<file path="src/rtl/gascon_round_sched.sv">
// rtl/gascon_round_sched.sv - round-robin scheduler time-sharing one Gascon round core
// Optional core_done watchdog enabled by defining GASSCHED_TIMEOUT_EN.
module gascon_round_sched #(
  parameter int CWIDTH  = 128,
  parameter int NREQ    = 2,
  parameter int RWIDTH  = 4,
  parameter int TMO_CYC = 64
) (
  input  logic                       clk,
  input  logic                       reset,
  input  logic [NREQ-1:0]            req_valid,
  output logic [NREQ-1:0]            req_ready,
  input  logic [NREQ*CWIDTH-1:0]     req_c,
  input  logic [NREQ*RWIDTH-1:0]     req_rounds,
  output logic                       resp_valid,
  input  logic                       resp_ready,
  output logic [$clog2(NREQ)-1:0]    resp_id,
  output logic [CWIDTH-1:0]          resp_c,
  output logic                       resp_err,
  output logic [CWIDTH-1:0]          core_c,
  output logic [RWIDTH-1:0]          core_round,
  output logic                       core_rst,
  input  logic [CWIDTH-1:0]          core_cout,
  input  logic                       core_done
);

  localparam int IW = $clog2(NREQ);
  localparam int TW = $clog2(TMO_CYC + 1);

`ifdef GASSCHED_TIMEOUT_EN
  localparam bit WDOG_EN = 1'b1;
`else
  localparam bit WDOG_EN = 1'b0;
`endif

  typedef enum logic [1:0] {S_IDLE, S_LOAD, S_RUN, S_RESP} state_t;

  state_t              state_q, state_d;
  logic [IW-1:0]       rr_ptr_q, rr_ptr_d;
  logic [IW-1:0]       id_q, id_d;
  logic [CWIDTH-1:0]   work_q, work_d;
  logic [RWIDTH-1:0]   tgt_q, tgt_d;
  logic [RWIDTH-1:0]   cnt_q, cnt_d;
  logic                err_q, err_d;
  logic [TW-1:0]       tmo_q, tmo_d;

  logic                gnt_found;
  logic [IW-1:0]       gnt_idx;
  logic [RWIDTH-1:0]   gnt_rounds;
  logic [RWIDTH-1:0]   cnt_inc;

  function automatic logic [IW-1:0] wrap_add(input logic [IW-1:0] base, input int off);
    int s;
    s = int'(base) + off;
    if (s >= NREQ) s = s - NREQ;
    return IW'(s);
  endfunction

  // Scan from the farthest offset down so the nearest valid index at/after rr_ptr wins.
  always_comb begin
    gnt_found = 1'b0;
    gnt_idx   = '0;
    for (int i = NREQ - 1; i >= 0; i--) begin
      if (req_valid[wrap_add(rr_ptr_q, i)]) begin
        gnt_found = 1'b1;
        gnt_idx   = wrap_add(rr_ptr_q, i);
      end
    end
  end

  assign gnt_rounds = req_rounds[gnt_idx*RWIDTH +: RWIDTH];
  assign cnt_inc    = cnt_q + 1'b1;

  always_comb begin
    state_d    = state_q;
    rr_ptr_d   = rr_ptr_q;
    id_d       = id_q;
    work_d     = work_q;
    tgt_d      = tgt_q;
    cnt_d      = cnt_q;
    err_d      = err_q;
    tmo_d      = tmo_q;
    req_ready  = '0;
    resp_valid = 1'b0;
    resp_id    = '0;
    resp_c     = '0;
    resp_err   = 1'b0;
    core_rst   = 1'b1;
    core_c     = '0;
    core_round = '0;
    case (state_q)
      S_IDLE: begin
        if (gnt_found) begin
          req_ready[gnt_idx] = 1'b1;
          work_d  = req_c[gnt_idx*CWIDTH +: CWIDTH];
          tgt_d   = (gnt_rounds == '0) ? RWIDTH'(1) : gnt_rounds;
          id_d    = gnt_idx;
          cnt_d   = '0;
          err_d   = 1'b0;
          state_d = S_LOAD;
        end
      end
      S_LOAD: begin
        core_c     = work_q;
        core_round = cnt_q;
        tmo_d      = '0;
        state_d    = S_RUN;
      end
      S_RUN: begin
        core_rst   = 1'b0;
        core_c     = work_q;
        core_round = cnt_q;
        if (core_done) begin
          work_d  = core_cout;
          cnt_d   = cnt_inc;
          state_d = (cnt_inc == tgt_q) ? S_RESP : S_LOAD;
        end else if (WDOG_EN) begin
          // work_q still holds the last completed round, which is what gets returned.
          if (tmo_q == TW'(TMO_CYC - 1)) begin
            err_d   = 1'b1;
            state_d = S_RESP;
          end else begin
            tmo_d = tmo_q + 1'b1;
          end
        end
      end
      S_RESP: begin
        resp_valid = 1'b1;
        resp_c     = work_q;
        resp_id    = id_q;
        resp_err   = WDOG_EN & err_q;
        if (resp_ready) begin
          err_d    = 1'b0;
          rr_ptr_d = (id_q == IW'(NREQ - 1)) ? '0 : id_q + 1'b1;
          state_d  = S_IDLE;
        end
      end
      default: state_d = S_IDLE;
    endcase
  end

  always_ff @(posedge clk) begin
    if (!reset) begin
      state_q  <= S_IDLE;
      rr_ptr_q <= '0;
      id_q     <= '0;
      work_q   <= '0;
      tgt_q    <= '0;
      cnt_q    <= '0;
      err_q    <= 1'b0;
      tmo_q    <= '0;
    end else begin
      state_q  <= state_d;
      rr_ptr_q <= rr_ptr_d;
      id_q     <= id_d;
      work_q   <= work_d;
      tgt_q    <= tgt_d;
      cnt_q    <= cnt_d;
      err_q    <= err_d;
      tmo_q    <= tmo_d;
    end
  end

endmodule

</file>
<file path="config.mk">
export PLATFORM = sky130hd
export DESIGN_NAME = gascon_round_sched
export DESIGN_NICKNAME = d
export VERILOG_FILES = /design/src/rtl/gascon_round_sched.sv
export SDC_FILE = /design/constraint.sdc
export NUM_CORES = 1
export LEC_CHECK = 0
export CAP_MARGIN = 40
export CORE_AREA = 2 2 261 263
export CTS_BUF_LIST = sky130_fd_sc_hd__clkbuf_16
export DETAILED_ROUTE_END_ITERATION = 10
export DIE_AREA = 0 0 263 265
export SLEW_MARGIN = 25
export SYNTH_ARGS = -nofsm -noshare
export SYNTH_HDL_FRONTEND = slang
export SYNTH_SLANG_ARGS = --single-unit
</file>
<file path="constraint.sdc">
create_clock -name clk -period 2.85 [get_ports clk]
set_input_delay 0.57 -clock clk [delete_from_list [all_inputs] [get_ports clk]]
set_output_delay 0.57 -clock clk [all_outputs]
set_load 0.1 [all_outputs]
</file>
=== After elaboration in Yosys (flattened, before gate mapping) ===
Index checks and enable logic that the tools add are counted.

* Input bits: 398
* Output and inout bits: 266
* Bits in registers: 140
* Word-level logic and storage cells: 68

* Mux-type cells: 33
* Order comparisons: 6
* Shifts and indexed selects: 2
* Add/sub/neg operators: 5
* Reduce and logical (&&, ||, !) cells: 9
* Equal/unequal tests: 7

{| class="wikitable"
|+ Operator list
! operator !! count
|-
| 2-to-1 mux 128 bit || 4
|-
| case mux 128 bit (2 select lines) || 1
|-
| indexed part select 256 x 9 -> 128 bit || 1
|-
| 2-to-1 mux 4 bit || 4
|-
| 2-to-1 mux 1 bit || 15
|-
| 2-to-1 mux 2 bit || 6
|-
| case mux 2 bit (4 select lines) || 1
|-
| case mux 4 bit (2 select lines) || 1
|-
| indexed part select 8 x 4 -> 4 bit || 1
|-
| less-than comparator 1 x 2 -> 1 bit, second input constant || 3
|-
| inequality test 2 bit, second input constant || 3
|-
| AND reduction 3 bit || 2
|-
| adder 4 x 1 -> 4 bit, second input constant || 1
|-
| == test 2 bit, second input constant || 2
|-
| == test 4 bit || 1
|-
| zero test 4 bit || 1
|-
| AND reduction 2 bit || 2
|-
| adder 1 x 1 -> 2 bit, second input constant || 1
|-
| == test 2 x 1 -> 1 bit, second input constant || 1
|-
| >= comparator 1 x 2 -> 1 bit, second input constant || 1
|-
| >= comparator 2 bit, second input constant || 1
|-
| zero test 2 bit || 1
|-
| nonzero test 2 bit || 1
|-
| OR reduction 2 bit || 1
|-
| other kinds (5) || 6
|}

=== Logic depth before layout (Yosys ltp) ===
* Depth in word-level cells: 13
* Gate-level depth with buffers: 9

=== Worst setup path after synthesis ===
Ideal clock, no wire load.

* Path kind: in2out
* From: input port req_valid[1]
* To: output port req_ready[0]
* Path slack: -430 ps
* Arrival: 2,710 ps
* Cell stages on the path: 5
* Data required time: 2,280 ps
* Path through: buf_2 > buf_2 > buf_2 > o21ai_0 > a21oi_1

* Word-level cells in the longest chain between the ends: 10
* Elaborated cells between the ends (all ways): 15
* Those cells by class: order compare: 2; mux: 12; reduce/logical: 1

{| class="wikitable"
|+ Ends and longest elaborated chain
! what !! RTL line !! RTL
|-
| start: declaration || 11 || <nowiki>input logic [NREQ-1:0] req_valid,</nowiki>
|-
| 2-to-1 mux 1 bit (implied by the code) (2 in series) || 64 || <nowiki>if (req_valid[wrap_add(rr_ptr_q, i)]) begin</nowiki>
|-
| 2-to-1 mux 1 bit (2 in series) || 64 ||
|-
| less-than comparator 1 x 2 -> 1 bit (implied by the code) / >= comparator 1 bit (equally long branches) || 94 || <nowiki>req_ready[gnt_idx] = 1'b1;</nowiki>
|-
| logical AND 1 bit (implied by the code) || 94 ||
|-
| 2-to-1 mux 1 bit (implied by the code) || 94 ||
|-
| demux 1 bit (select 1 bit) || 94 ||
|-
| 2-to-1 mux 2 bit * || 93 || <nowiki>if (gnt_found) begin</nowiki>
|-
| 2-to-1 mux 2 bit * || 91 || <nowiki>case (state_q)</nowiki>
|-
| end: declaration || 12 || <nowiki>output logic [NREQ-1:0] req_ready,</nowiki>
|}

Mark *: on every way between the ends. The rest lies on a longest branch, timed or not. The select of a mux whose other input is x is not followed.

=== Worst setup path after layout ===
* From: register state_q[0]
* To: output port core_c[101]

* Word-level cells in the longest chain between the ends: 3
* Elaborated cells between the ends (all ways): 4
* Those cells by class: eq/ne: 2; mux: 1; reduce/logical: 1

{| class="wikitable"
|+ Ends and longest elaborated chain
! what !! RTL line !! RTL
|-
| start: declaration || 38 || <nowiki>state_t state_q, state_d;</nowiki>
|-
| start signal: assignment || 153 || <nowiki>state_q <= state_d;</nowiki>
|-
| == test 2 bit / == test 2 x 1 -> 1 bit (equally long branches) || 91 ||
|-
| OR reduction 2 bit (no line) * || - ||
|-
| 2-to-1 mux 128 bit * || 91 ||
|-
| end: declaration || 20 || <nowiki>output logic [CWIDTH-1:0] core_c,</nowiki>
|}

Mark *: on every way between the ends. The rest lies on a longest branch, timed or not.

==> metrics.cfg <==
[run_status]
status = complete, no violations

[place]
hpwl_mm = 38.5
post-place-cells = 2552
dpl_cell_area_mm2 = 0.0197
io_buffers = 662
gp_congestion = 0.852

[sta]
setup_tns_ps = 0
finalCriticalPeriod_ps = 2730
finalMaxSlewViolations = 0
finalCritPeriodShare_pct = 95.7
finalHoldViolCount = 0
tightestPinTransition_ps = 746
fmax_mhz = 367
rsz0062_at_grt = false
setup_violations = 0
maxSlewHeadroom_pct = 50.3
finClkSkew_ps = 7.56

[drt]
vias = 11307
wire_per_inst_um = 19.4
first_pass_iters = 5
wl_mm = 50.2
ant_nets = 0
drc = 0
drt_iter0_markers = 653
routed_via_density = 4.38

[synthesis]
yosys.area.top_type_share_pct = 29.3
yosysUniqueCellTypes = 37
synth_flop_cell = dfxtp_1
synth_fp_nets = 1524
synth.largest_area_cell = dfxtp_1
seq_area_frac_synth_pct = 29.3
ys_top_cells_by_area = dfxtp_1, and2_1, a32o_1
synthArstFlopShare_pct = 0
syn_area_per_cell_um2 = 8.51
syn_inst = 1122
synth-seq-cells = 140
synth_area_mm2 = 0.00955
yosys_warnings = 0
synth_edf_count = 0

[die]
fp.dieArea_mm2 = 0.0697
start_util_pct = 14.3
die_h_um = 265
design.core.area_mm2 = 0.0668
die_w_um = 263
num_rows = 95
top_level_ports = 664

[power_and_ir_drop]
p_int_w = 0.00673
p_sw_share_pct = 47.5
power_frac_comb_pct = 60.1
power_leakage_nw = 8.27
switchingPower_w = 0.00608
ir_drop_mv = 0.355
clkPwrFrac_pct = 17.2
cellPowerDensity_mw_per_mm2 = 632
share_seq_of_total_power_pct = 22.7

[final_layout]
drive_gt1_share_pct = 19.4
syn2layout_area_growth_pct = 112
final_nets = 2100
fin_util_pct = 30.3
mostFrequentLayoutCells = clkdlybuf4s50_1, buf_12, and2_1, dfxtp_1
layout.cells.non_filler = 2583
mostFrequentLayoutCell = clkdlybuf4s50_1
design_area_mm2 = 0.0203

[critical_path]
critPathKind = reg2out
path_max_fanout = 63
cp_data_required_time_ps = 2280
worstSetupEndpointType = output pin
cp.arrival_ps = 2160
start_kind = register

[cts]
clkSlewWorstSetupHoldPaths_ps = 60
cts_buffers = 17
cts_tree = yes
cts-htree-levels = 4
ctsHoldBuffers = 0
clk_latency_ps = 470
cts_sinks = 140
clockBufferDepth = 2
cts-root-buf = clkbuf_16

[global_route]
grt_use_total_pct = 13.9
grt_pass1_wl_mm = 73.8
grt_overflow = 0
grt_max_degree = 108
grt_pass1_vias = 11648
antenna_found_initial = 0

[hold_path]
worstHoldPathType = in2reg

[run]
drv_cap = 0

[state kept, by name (all words and copies together), names as in the netlist]
register and count:
tgt_q 4, state_q 2, id_q 1, work_q 128, rr_ptr_q 1, cnt_q 4
[logic make-up (layout without fill, tap and decap cells)]
group | count (synthesis) | count (layout) | synth area share (%)
muxes | 1 | 1 | 0.105
buffers and inverters | 136 | 723 | 6.97
xor gates and xnor gates | 6 | 6 | 0.550
DFF | 140 | 140 | 29.3
AOI/OAI and AO/OA | 275 | 275 | 26.4
other | 1 | 2 | 0.0393
and+or+nand+nor | 559 | 559 | 36.1
adders and majority gates | 4 | 4 | 0.524
[synthesized netlist by cell type, types with 2 or more instances]
library cell	number
and2_1	262
dfxtp_1	140
nand2b_1	129
a211o_1	128
a32o_1	128
and3_1	128
clkbuf_1	87
buf_2	22
buf_6	15
nor2_1	12
nand2_1	9
a21oi_1	6
inv_1	5
nand3_1	5
nor3_1	5
o21ai_0	5
buf_4	4
ha_1	4
a311oi_1	3
buf_1	3
xnor2_1	3
xor2_1	3
nor2b_1	2
[cell type report]
class / instances / area, um2
fill: 6851 / 46500
inverter: 5 / 18.8
timing repair buffer: 688 / 9660
multi-input combinational: 846 / 6150
antenna: 1 / 2.50
clock buffer: 17 / 425
sequential: 140 / 2800
clock inverter: 13 / 114
tap: 873 / 1090
[critical path: stages (launching register included)]
cell     delay [ps]
dfxtp_1         390
inv_1           150
ha_4            340
buf_12          240
and2_2          300
buf_12          190
[power groups by stage]
stage                     Combinational (W)  Clock, W  Sequential [W]
after global routing                0.00801   0.00238         0.00296
after global placement              0.00766         0         0.00291
after floorplan                     0.00474         0         0.00274
after detailed placement            0.00773         0         0.00294
final                               0.00770   0.00220         0.00291
after CTS                           0.00775   0.00231         0.00290
[per-layer routing]
metal / track usage [%] / wire length, um
met2: 24.5 / 25300
met5: 0 / 0
met4: 5.11 / 1250
met3: 4.08 / 3700
met1: 15.9 / 20000
[path summary, 6_finish.rpt]
check	start	to	slack (ps)	depth (start not counted)
worst max-delay path	state_q[0]$_SDFFE_PN0P_	core_c[101]	120	5
worst min-delay path	req_valid[1]	tgt_q[2]$_SDFFE_PN0P_	470	3
worst min register to register	work_q[53]$_SDFFE_PN0P_	work_q[53]$_SDFFE_PN0P_	480	1
worst max register to register	state_q[0]$_SDFFE_PN0P_	work_q[107]$_SDFFE_PN0P_	530	7
[metrics by stage]
stage                     total power (W)  setup WS, ps  hold WS [ps]
after global routing               0.0133          14.6           456
final                              0.0128           123           469
after detailed placement           0.0107           225           465
after global placement             0.0106           231           455
after floorplan                   0.00748          17.4           445
after CTS                          0.0130          11.2           414
[what timing repair did]
item / in CTS / in global routing
endpoints found under the hold margin: 0 / 0
gates resized for setup: 5 / 1
setup buffers: 0 / 0
setup endpoints to repair: 5 / 37
pin swaps: 0 / 0
(Power assumes the default switching activity.)
